File: src/rtl/fetch_ref_luma_wr_if.sv
// Fetch-bus beat handshake and reference-store write port shared by the luma store filler.
// slave is the filler's view; master is the view of the bus source / store model.
`ifndef PIXEL_WIDTH
`define PIXEL_WIDTH 8
`endif

interface fetch_ref_luma_wr_if #(
    parameter int BEAT_W = 16 * `PIXEL_WIDTH,
    parameter int ROW_W  = 96 * `PIXEL_WIDTH,
    parameter int ADDR_W = 7
);
    logic              ext_valid_i;
    logic [BEAT_W-1:0] ext_data_i;
    logic              ext_ready_o;
    logic              wrif_en_o;
    logic [ADDR_W-1:0] wrif_addr_o;
    logic [ROW_W-1:0]  wrif_data_o;

    modport slave (
        input  ext_valid_i,
        input  ext_data_i,
        output ext_ready_o,
        output wrif_en_o,
        output wrif_addr_o,
        output wrif_data_o
    );

    modport master (
        output ext_valid_i,
        output ext_data_i,
        input  ext_ready_o,
        input  wrif_en_o,
        input  wrif_addr_o,
        input  wrif_data_o
    );
endinterface

File: src/rtl/fetch_ref_luma_wr.sv
// Packs 16-pixel fetch beats into 96-pixel rows and writes them at circular row addresses
// of the reference luma store, yielding to reads. Define REF_LUMA_STAT_EN to add stall_cnt_o.
`ifndef PIXEL_WIDTH
`define PIXEL_WIDTH 8
`endif

module fetch_ref_luma_wr #(
    parameter int BEAT_PIX = 16,
    parameter int ROW_PIX  = 96,
    parameter int ROW_NUM  = 96,
    parameter int ADDR_W   = 7
) (
    input  logic               clk,
    input  logic               rstn,
    input  logic               start_i,
    input  logic [ADDR_W-1:0]  start_row_i,
    input  logic [ADDR_W-1:0]  rows_i,
    input  logic               rd_busy_i,
    fetch_ref_luma_wr_if.slave bus,
    output logic               busy_o,
    output logic               done_o
`ifdef REF_LUMA_STAT_EN
    ,
    output logic [15:0]        stall_cnt_o
`endif
);
    localparam int BEAT_W = BEAT_PIX * `PIXEL_WIDTH;
    localparam int ROW_W  = ROW_PIX * `PIXEL_WIDTH;
    localparam int BEATS  = ROW_PIX / BEAT_PIX;
    localparam int BCNT_W = (BEATS > 1) ? $clog2(BEATS) : 1;
    localparam logic [ADDR_W:0]   L_ROW_NUM_X = (ADDR_W+1)'(ROW_NUM);
    localparam logic [ADDR_W-1:0] L_ROW_NUM   = ADDR_W'(ROW_NUM);
    localparam logic [BCNT_W-1:0] L_LAST_BEAT = BCNT_W'(BEATS - 1);

    typedef enum logic [1:0] {
        ST_IDLE  = 2'd0,
        ST_FILL  = 2'd1,
        ST_WRITE = 2'd2,
        ST_DONE  = 2'd3
    } state_t;

    state_t             r_state;
    state_t             w_state_nxt;
    logic [BCNT_W-1:0]  r_beat_cnt;
    logic [ADDR_W-1:0]  r_row_cnt;
    logic [ADDR_W-1:0]  r_start_row;
    logic [ADDR_W-1:0]  r_rows;
    logic [ADDR_W-1:0]  r_addr;
    logic [ROW_W-1:0]   r_row_buf;
    logic [ADDR_W-1:0]  w_rows_clamp;
    logic               w_start;
    logic               w_hs;
    logic               w_last_beat;
    logic               w_wr;
    logic               w_last_row;

    // Sum is one bit wider so a single conditional subtract gives the circular row.
    function automatic logic [ADDR_W-1:0] f_row_addr(input logic [ADDR_W-1:0] base,
                                                     input logic [ADDR_W-1:0] ofs);
        logic [ADDR_W:0] sum;
        sum = {1'b0, base} + {1'b0, ofs};
        if (sum >= L_ROW_NUM_X) begin
            sum = sum - L_ROW_NUM_X;
        end
        return sum[ADDR_W-1:0];
    endfunction

    assign w_rows_clamp = (rows_i > L_ROW_NUM) ? L_ROW_NUM : rows_i;
    assign w_start      = (r_state == ST_IDLE) && start_i;
    assign w_hs         = (r_state == ST_FILL) && bus.ext_valid_i;
    assign w_last_beat  = w_hs && (r_beat_cnt == L_LAST_BEAT);
    assign w_wr         = (r_state == ST_WRITE) && !rd_busy_i;
    assign w_last_row   = (r_row_cnt == (r_rows - ADDR_W'(1)));

    assign bus.ext_ready_o = (r_state == ST_FILL);
    assign bus.wrif_en_o   = w_wr;
    assign bus.wrif_addr_o = r_addr;
    assign bus.wrif_data_o = r_row_buf;
    assign busy_o          = (r_state != ST_IDLE);
    assign done_o          = (r_state == ST_DONE);

    // State register.
    always_ff @(posedge clk or negedge rstn) begin
        if (!rstn) begin
            r_state <= ST_IDLE;
        end else begin
            r_state <= w_state_nxt;
        end
    end

    // Next-state decode.
    always_comb begin
        w_state_nxt = r_state;
        case (r_state)
            ST_IDLE: begin
                if (start_i) begin
                    w_state_nxt = (w_rows_clamp == ADDR_W'(0)) ? ST_DONE : ST_FILL;
                end else begin
                    w_state_nxt = ST_IDLE;
                end
            end
            ST_FILL: begin
                if (w_last_beat) begin
                    w_state_nxt = ST_WRITE;
                end else begin
                    w_state_nxt = ST_FILL;
                end
            end
            ST_WRITE: begin
                if (w_wr) begin
                    w_state_nxt = w_last_row ? ST_DONE : ST_FILL;
                end else begin
                    w_state_nxt = ST_WRITE;
                end
            end
            ST_DONE: w_state_nxt = ST_IDLE;
            default: w_state_nxt = ST_IDLE;
        endcase
    end

    // Job latch, beat/row counters; the row address is fixed before WRITE is entered.
    always_ff @(posedge clk or negedge rstn) begin
        if (!rstn) begin
            r_start_row <= '0;
            r_rows      <= '0;
            r_beat_cnt  <= '0;
            r_row_cnt   <= '0;
            r_addr      <= '0;
        end else if (w_start) begin
            r_start_row <= f_row_addr(start_row_i, ADDR_W'(0));
            r_rows      <= w_rows_clamp;
            r_beat_cnt  <= '0;
            r_row_cnt   <= '0;
        end else if (w_hs) begin
            if (w_last_beat) begin
                r_beat_cnt <= '0;
                r_addr     <= f_row_addr(r_start_row, r_row_cnt);
            end else begin
                r_beat_cnt <= r_beat_cnt + BCNT_W'(1);
            end
        end else if (w_wr && !w_last_row) begin
            r_row_cnt <= r_row_cnt + ADDR_W'(1);
        end
    end

    // Row buffer: beat k fills pixels 16k..16k+15, beat 0 in the MSBs.
    always_ff @(posedge clk or negedge rstn) begin
        if (!rstn) begin
            r_row_buf <= '0;
        end else if (w_hs) begin
            for (int k = 0; k < BEATS; k++) begin
                if (r_beat_cnt == BCNT_W'(k)) begin
                    r_row_buf[(BEATS-1-k)*BEAT_W +: BEAT_W] <= bus.ext_data_i;
                end
            end
        end
    end

`ifdef REF_LUMA_STAT_EN
    logic [15:0] r_stall_cnt;
    logic        w_stall;

    assign w_stall = ((r_state == ST_FILL) && !bus.ext_valid_i) ||
                     ((r_state == ST_WRITE) && rd_busy_i);

    // Saturating count of source-starved and read-blocked cycles.
    always_ff @(posedge clk or negedge rstn) begin
        if (!rstn) begin
            r_stall_cnt <= 16'h0000;
        end else if (w_start) begin
            r_stall_cnt <= 16'h0000;
        end else if (w_stall && (r_stall_cnt != 16'hFFFF)) begin
            r_stall_cnt <= r_stall_cnt + 16'h0001;
        end
    end

    assign stall_cnt_o = r_stall_cnt;
`endif

endmodule

File: src/flat_wrapper.sv
// flat-port wrapper written by rule: the top's interface ports become plain ports
module fetch_ref_luma_wr_flat 
#(
    parameter int BEAT_PIX = 16,
    parameter int ROW_PIX  = 96,
    parameter int ROW_NUM  = 96,
    parameter int ADDR_W   = 7
)
  (clk, rstn, start_i, start_row_i, rows_i, rd_busy_i, busy_o, done_o, bus_ext_valid_i, bus_ext_data_i, bus_ext_ready_o, bus_wrif_en_o, bus_wrif_addr_o, bus_wrif_data_o);
  fetch_ref_luma_wr_if #(.ADDR_W(ADDR_W)) bus_i ();
  input  logic clk;
  input  logic rstn;
  input  logic start_i;
  input  logic [ADDR_W-1:0] start_row_i;
  input  logic [ADDR_W-1:0] rows_i;
  input  logic rd_busy_i;
  output logic busy_o;
  output logic done_o;
  input wire logic [$bits(bus_i.ext_valid_i)-1:0] bus_ext_valid_i;
  input wire logic [$bits(bus_i.ext_data_i)-1:0] bus_ext_data_i;
  output wire logic [$bits(bus_i.ext_ready_o)-1:0] bus_ext_ready_o;
  output wire logic [$bits(bus_i.wrif_en_o)-1:0] bus_wrif_en_o;
  output wire logic [$bits(bus_i.wrif_addr_o)-1:0] bus_wrif_addr_o;
  output wire logic [$bits(bus_i.wrif_data_o)-1:0] bus_wrif_data_o;
  assign bus_i.ext_valid_i = bus_ext_valid_i;
  assign bus_i.ext_data_i = bus_ext_data_i;
  assign bus_ext_ready_o = bus_i.ext_ready_o;
  assign bus_wrif_en_o = bus_i.wrif_en_o;
  assign bus_wrif_addr_o = bus_i.wrif_addr_o;
  assign bus_wrif_data_o = bus_i.wrif_data_o;
  fetch_ref_luma_wr #(.BEAT_PIX(BEAT_PIX), .ROW_PIX(ROW_PIX), .ROW_NUM(ROW_NUM), .ADDR_W(ADDR_W)) u_core (.clk(clk), .rstn(rstn), .start_i(start_i), .start_row_i(start_row_i), .rows_i(rows_i), .rd_busy_i(rd_busy_i), .bus(bus_i), .busy_o(busy_o), .done_o(done_o));
endmodule
File: config.mk
export PLATFORM = sky130hd
export DESIGN_NAME = fetch_ref_luma_wr_flat
export DESIGN_NICKNAME = d
export VERILOG_FILES = /design/src/rtl/fetch_ref_luma_wr_if.sv /design/src/rtl/fetch_ref_luma_wr.sv /design/src/flat_wrapper.sv
export SDC_FILE = /design/constraint.sdc
export NUM_CORES = 1
export LEC_CHECK = 0
export BUFFER_PORTS_ARGS = -buffer_cell sky130_fd_sc_hd__buf_2
export CAP_MARGIN = 20
export CORE_AREA = 5 5 354 356
export DETAILED_ROUTE_END_ITERATION = 7
export DIE_AREA = 0 0 359 361
export HOLD_SLACK_MARGIN = 0.1
export MAX_ROUTING_LAYER = met4
export PLACE_DENSITY = 0.48
export SETUP_SLACK_MARGIN = 0.02
export SLEW_MARGIN = 20
export SYNTH_ARGS = -nofsm -noshare
export SYNTH_HDL_FRONTEND = slang
export SYNTH_SLANG_ARGS = --single-unit
File: constraint.sdc
create_clock -name clk -period 2.4 [get_ports clk]
set_input_delay 0.24 -clock clk [delete_from_list [all_inputs] [get_ports clk]]
set_output_delay 0.24 -clock clk [all_outputs]
set_load 0.01 [all_outputs]
# Yosys cells after proc, flatten, opt, wreduce, memory -nomap -nowiden
# Index checks and enable logic that the tools add are counted.
# classes
multipliers	0
bitwise_logic	1
addsub	6
n_lt_le_gt_ge	3
n_reduce_logical	21
div	0
n_mux	15
n_shift	0
n_eq_ne	10
# ops
op	count
7-bit two-way mux	6
2-bit AND reduction	7
7-bit subtractor (second input constant)	2
2-bit two-way mux	5
3-bit two-way mux	3
7-bit by 7-bit adder with 8-bit output	1
8-bit by 7-bit >= comparator with 1-bit output (second input constant)	1
2-bit case mux with 4 select lines	1
7-bit by 1-bit adder with 7-bit output (second input constant)	1
7-bit equality test	1
7-bit >= comparator (second input constant)	1
7-bit > comparator (second input constant)	1
7-bit logical NOT	1
7-bit by 1-bit subtractor with 7-bit output (second input constant)	1
3-bit by 2-bit equality test with 1-bit output (second input constant)	2
3-bit equality test (second input constant)	2
2-bit nonzero test	3
1-bit logical AND	5
2-bit equality test (second input constant)	2
3-bit by 1-bit adder with 3-bit output (second input constant)	1
3-bit by 1-bit equality test with 1-bit output (second input constant)	1
3-bit logical NOT	1
3-bit AND reduction	1
2-bit by 1-bit equality test with 1-bit output (second input constant)	1
other kinds (4)	5
# word_totals
mem_bits_ro	0
regBits	801
mem_count	0
latchBits	0
output_inout_bits	779
ramBits	0
in_bits	147

# Longest topological paths before layout
# depth
ltp_word	7
mapped_depth	8
depth_no_buf	8

# Least setup slack after synthesis
# No wires, ideal clock.
# synth_path
path_type	reg-to-reg
start	register u_core.r_row_cnt[0]
end	register u_core.r_addr[6], in the netlist u_core.bus.wrif_addr_o[6]
synth_period_minus_slack_ns	2.103
slack_ns	0.297
stages_incl_launch_ff	9
arrival_ns	1.982
required_ns	2.279
path_cell_list	dfrtp_1 ha_1 fa_1 a211oi_1 o21bai_1 a21oi_1 xor2_1 and3b_1 o22a_1
# synth_between
elab_chain_cells	3
# synth_rtl
item	line_no	text
start: declaration	fetch_ref_luma_wr.sv:45	logic [ADDR_W-1:0] r_row_cnt;
start signal: assignment	fetch_ref_luma_wr.sv:142	r_row_cnt <= r_row_cnt + ADDR_W'(1);
7-bit by 7-bit adder with 8-bit output (*)	fetch_ref_luma_wr.sv:61	sum = {1'b0, base} + {1'b0, ofs};
7-bit subtractor or 8-bit by 7-bit >= comparator with 1-bit output (tied branches)	fetch_ref_luma_wr.sv:63, fetch_ref_luma_wr.sv:62	
7-bit two-way mux (*)	fetch_ref_luma_wr.sv:62	if (sum >= L_ROW_NUM_X) begin
end signal: assignment	fetch_ref_luma_wr.sv:137	r_addr <= f_row_addr(r_start_row, r_row_cnt);
end: declaration	fetch_ref_luma_wr.sv:48	logic [ADDR_W-1:0] r_addr;
# Every way passes the cells marked *; elsewhere a longest branch is shown, timed or not.
# A chain may end at the register's enable or synchronous reset.

# Worst setup path after layout
# layout_path
start	register u_core.r_state[1]
end	register u_core.r_row_buf[135], in the netlist u_core.bus.wrif_data_o[135]
# layout_between
elab_chain_cells	3
# layout_rtl
item	line_no	text
start: declaration	fetch_ref_luma_wr.sv:42	state_t r_state;
start signal: assignment	fetch_ref_luma_wr.sv:87	r_state <= w_state_nxt;
2-bit by 1-bit equality test with 1-bit output	fetch_ref_luma_wr.sv:70	assign w_hs = (r_state == ST_FILL) && bus.ext_valid_i;
1-bit logical AND	fetch_ref_luma_wr.sv:70	
2-bit AND reduction (no line)	-	
end signal: indexed assignment	fetch_ref_luma_wr.sv:153	r_row_buf[(BEATS-1-k)*BEAT_W +: BEAT_W] <= bus.ext_data_i;
end: declaration	fetch_ref_luma_wr.sv:49	logic [ROW_W-1:0] r_row_buf;
# No other way between the ends.

==> results.md <==
- Status: finished, final reports clean
- DP HPWL: 76.7 mm
- First-pass GRT wire length: 159 mm
- Largest net degree at the start of global routing: 84
- Syn Nets: 2275
- Clock tree sinks: 801
- Die width: 359 um
- Crit path DAT: 2.73 ns
- Slowest cell on crit path: dfrtp_1
- Final ANT Viol Nets: 0
- Total length of routed met3 wires: 6.45 mm
- Max cap viols: 0
- Yosys warnings: 0
- CP Launch Type: register
- Leakage power: 22.3 nW
- Final hold violation count: 0
- Via count: 21200
- Routed Wire Length: 108 mm
- RSZ-0062 raised after global routing: no
- Full die area: 130000 um2
- Post-synthesis mux area share: 23.8%
- First-pass DRT Iterations: 4
- Largest family of logic cells by synthesized area: multiplexers
- Final GP Congestion: 0.775
- EDFF count, synth: 0
- CTS Buf Count: 92
- Setup-failing EPs final: 0
- M1 wire length: 45.6 mm
- Tot GR Track Use: 16.6%
- Pins Over Slew Limit: 0
- Worst setup EP type: register
- Number of port buffers: 925
- Count of nets after finishing: 3411
- Final core occ: 34.7%
- CTS tree: done
- Final Skew: 0.0319 ns
- Post-Syn Area per Cell: 14.4 um2
- DR WL/cell: 21.7 um
- Critical path class: reg2reg
- Simple-Gate Fraction of Synth Area: 6.44%
- Global route total overflow: 0
- Power Density: 1320 nW/um2
- Worst r2r src: u_core.r_state[1]
- Worst-margin pin slew: 0.665 ns
- RR Endpoint: u_core.bus.wrif_data_o[135]
- H-tree level count: 3
- Met2 WL: 51.6 mm
- Vias in the first global route: 22600
- Post-CTS setup buffers: 0
- HP Start: bus_ext_data_i[127]
- Hold Path End: u_core.bus.wrif_data_o[127]
- Main synth FF type: dfrtp_1
- Slowest Stage Delay on Critical Path: 0.40 ns
- CTS root buf: clkbuf_16
- Cells after Synth: 2113
- Worst skew pair latency: 0.65 ns
- Distinct cell type count after synthesis: 49
- Max layer used: met4
- Drt drc: 0
- CTS clk-pin slew, worst paths: 0.06 ns
- Row count: 128
- Post-Synth XOR/XNOR Area: 0.404%
- Setup_tns: 0 ns
- Core outline area: 121000 um2
- Reg-to-reg slack, setup: 0.18 ns
- Die height: 361 um
- Hold depth: 3
- Initial core utilization: 25.0%
- Clock buffer depth: 3
- #FFs+latches synth: 801
- Layout cell share with drive strength beyond 1: 42.1%
- CP max FO: 17
- Layout area overhead: 38.5%
- Final period util: 92.4%
- Via/cell ratio: 4.29
- Starting DRT DRC Count: 991
- Register area share after synthesis: 66.0%
- HP Class: in2reg
- Asr flop ratio synth: 100%
- IO Count: 926
- Mapped Area: 30400 um2
- Commonest non-fill, non-tap cell in the layout: buf_2
- Post-synthesis compound-gate area fraction: 0.857%
- Initial antenna violation count: 8
- Critical path, cell by cell: and2b_4, and2_1, and3_4, buf_12, buf_4, mux2_1
- Commonest non-fill, non-tap cells in the layout: 924 x buf_2, 801 x dfrtp_1, 433 x nand2_1
- Worst EP required: 2.91 ns
- R2R cell count: 6
- Maximum VDD drop: 777 uV
- Relative slew slack: 55.6%
- Minimum clock period: 2.22 ns
- Fmax: 451 MHz
- Adder-Cell Fraction of Synth Area: 0.643%
## layer usage
layer  up-vias  track usage, %
met1     10900            20.1
met2       681            27.0
met4         0            6.01
met5         -               -
met3       182            4.16
li1       9493               -
## synthesized netlist by cell type, types with 3 or more instances
library cell | number | area, um2
mux2_2 | 238 | 2680
buf_1 | 4 | 15.0
dfrtp_1 | 801 | 20000
a21o_1 | 3 | 22.5
inv_1 | 7 | 26.3
nand2b_1 | 3 | 18.8
nand3_1 | 12 | 60.1
clkbuf_1 | 21 | 78.8
o21ai_1 | 3 | 15.0
buf_2 | 68 | 340
buf_4 | 10 | 75.1
o21ai_0 | 9 | 45.0
nand2_1 | 437 | 1640
a211oi_1 | 5 | 37.5
and2_1 | 3 | 18.8
xor2_1 | 5 | 43.8
xnor2_1 | 9 | 78.8
mux2i_1 | 3 | 30.0
a21oi_1 | 11 | 55.1
nor2_1 | 9 | 33.8
mux2_1 | 402 | 4530
ha_1 | 14 | 175
## layout make-up
cell class | instances | area (um2)
Fill cell | 12300 | 79300
Sequential cell | 801 | 20000
Tap cell | 1625 | 2030
Inverter | 7 | 26.3
Clock inverter | 29 | 343
Timing Repair Buffer | 1147 | 7060
Multi-Input combinational cell | 1200 | 9830
Antenna cell | 3 | 7.51
Clock buffer | 137 | 2730
## how the worst max path moves through the flow
stage | startpoint | endpoint | slack (ns)
final | u_core.r_state[1] | u_core.bus.wrif_data_o[135] | 0.18
after global routing | u_core.r_start_row[0] | u_core.bus.wrif_addr_o[6] | 0.03
after CTS | u_core.r_start_row[0] | u_core.bus.wrif_addr_o[6] | 0.12
after detailed placement | u_core.r_start_row[0] | u_core.bus.wrif_addr_o[6] | 0.17
after global placement | u_core.r_start_row[0] | u_core.bus.wrif_addr_o[6] | 0.13
after floorplan | u_core.r_row_cnt[0] | u_core.bus.wrif_addr_o[6] | 0.30
## registers in the layout, indices dropped and copies added, names as in the netlist
name and count:
u_core.r_start_row 7, u_core.r_row_cnt 7, u_core.bus.wrif_addr_o 7, u_core.r_beat_cnt 3, u_core.r_state 2, u_core.r_rows 7
u_core.bus.wrif_data_o 768
## per-stage QoR
step / std cells / power [mW] / hold WS (ns) / setup WS (ns) / instance area (um2)
after floorplan: 2113 / 31.3 / -0.0556 / 0.297 / 30400
after global placement: 4630 / 41.2 / 0.225 / 0.126 / 37500
after detailed placement: 4630 / 41.5 / 0.224 / 0.168 / 37500
after CTS: 4946 / 56.3 / 0.103 / 0.118 / 42100
after global routing: 4948 / 58.7 / 0.155 / 0.0283 / 42100
final: 4949 / 55.4 / 0.158 / 0.183 / 42100
## critical path: cells and delay by family, from the launching register on
kind                   cells  cell delay (ns)
and+or+nand+nor            3             0.86
muxes                      1             0.35
DFF                        1             0.40
buffers and inverters      2             0.45
## cells by family after synthesis
| family | after synthesis |
|---|---|
| fa+ha+maj | 15 |
| simple gates | 487 |
| compound gates | 41 |
| xor+xnor | 14 |
| mux | 643 |
| flops | 801 |
| buf+inv | 112 |
## power by group
group | leakage (nW) | internal [mW] | switching [mW]
combinational | 10.4 | 8.34 | 10.3
clock | 1.52 | 8.52 | 5.75
sequential | 10.4 | 19.4 | 3.00
## timing repair
item	in CTS	in global routing
setup endpoints to repair	0	1
gates resized for setup	0	2
hold endpoints to repair	1426	0
hold buffers	150	0
Power figures use the tool's default switching activity.
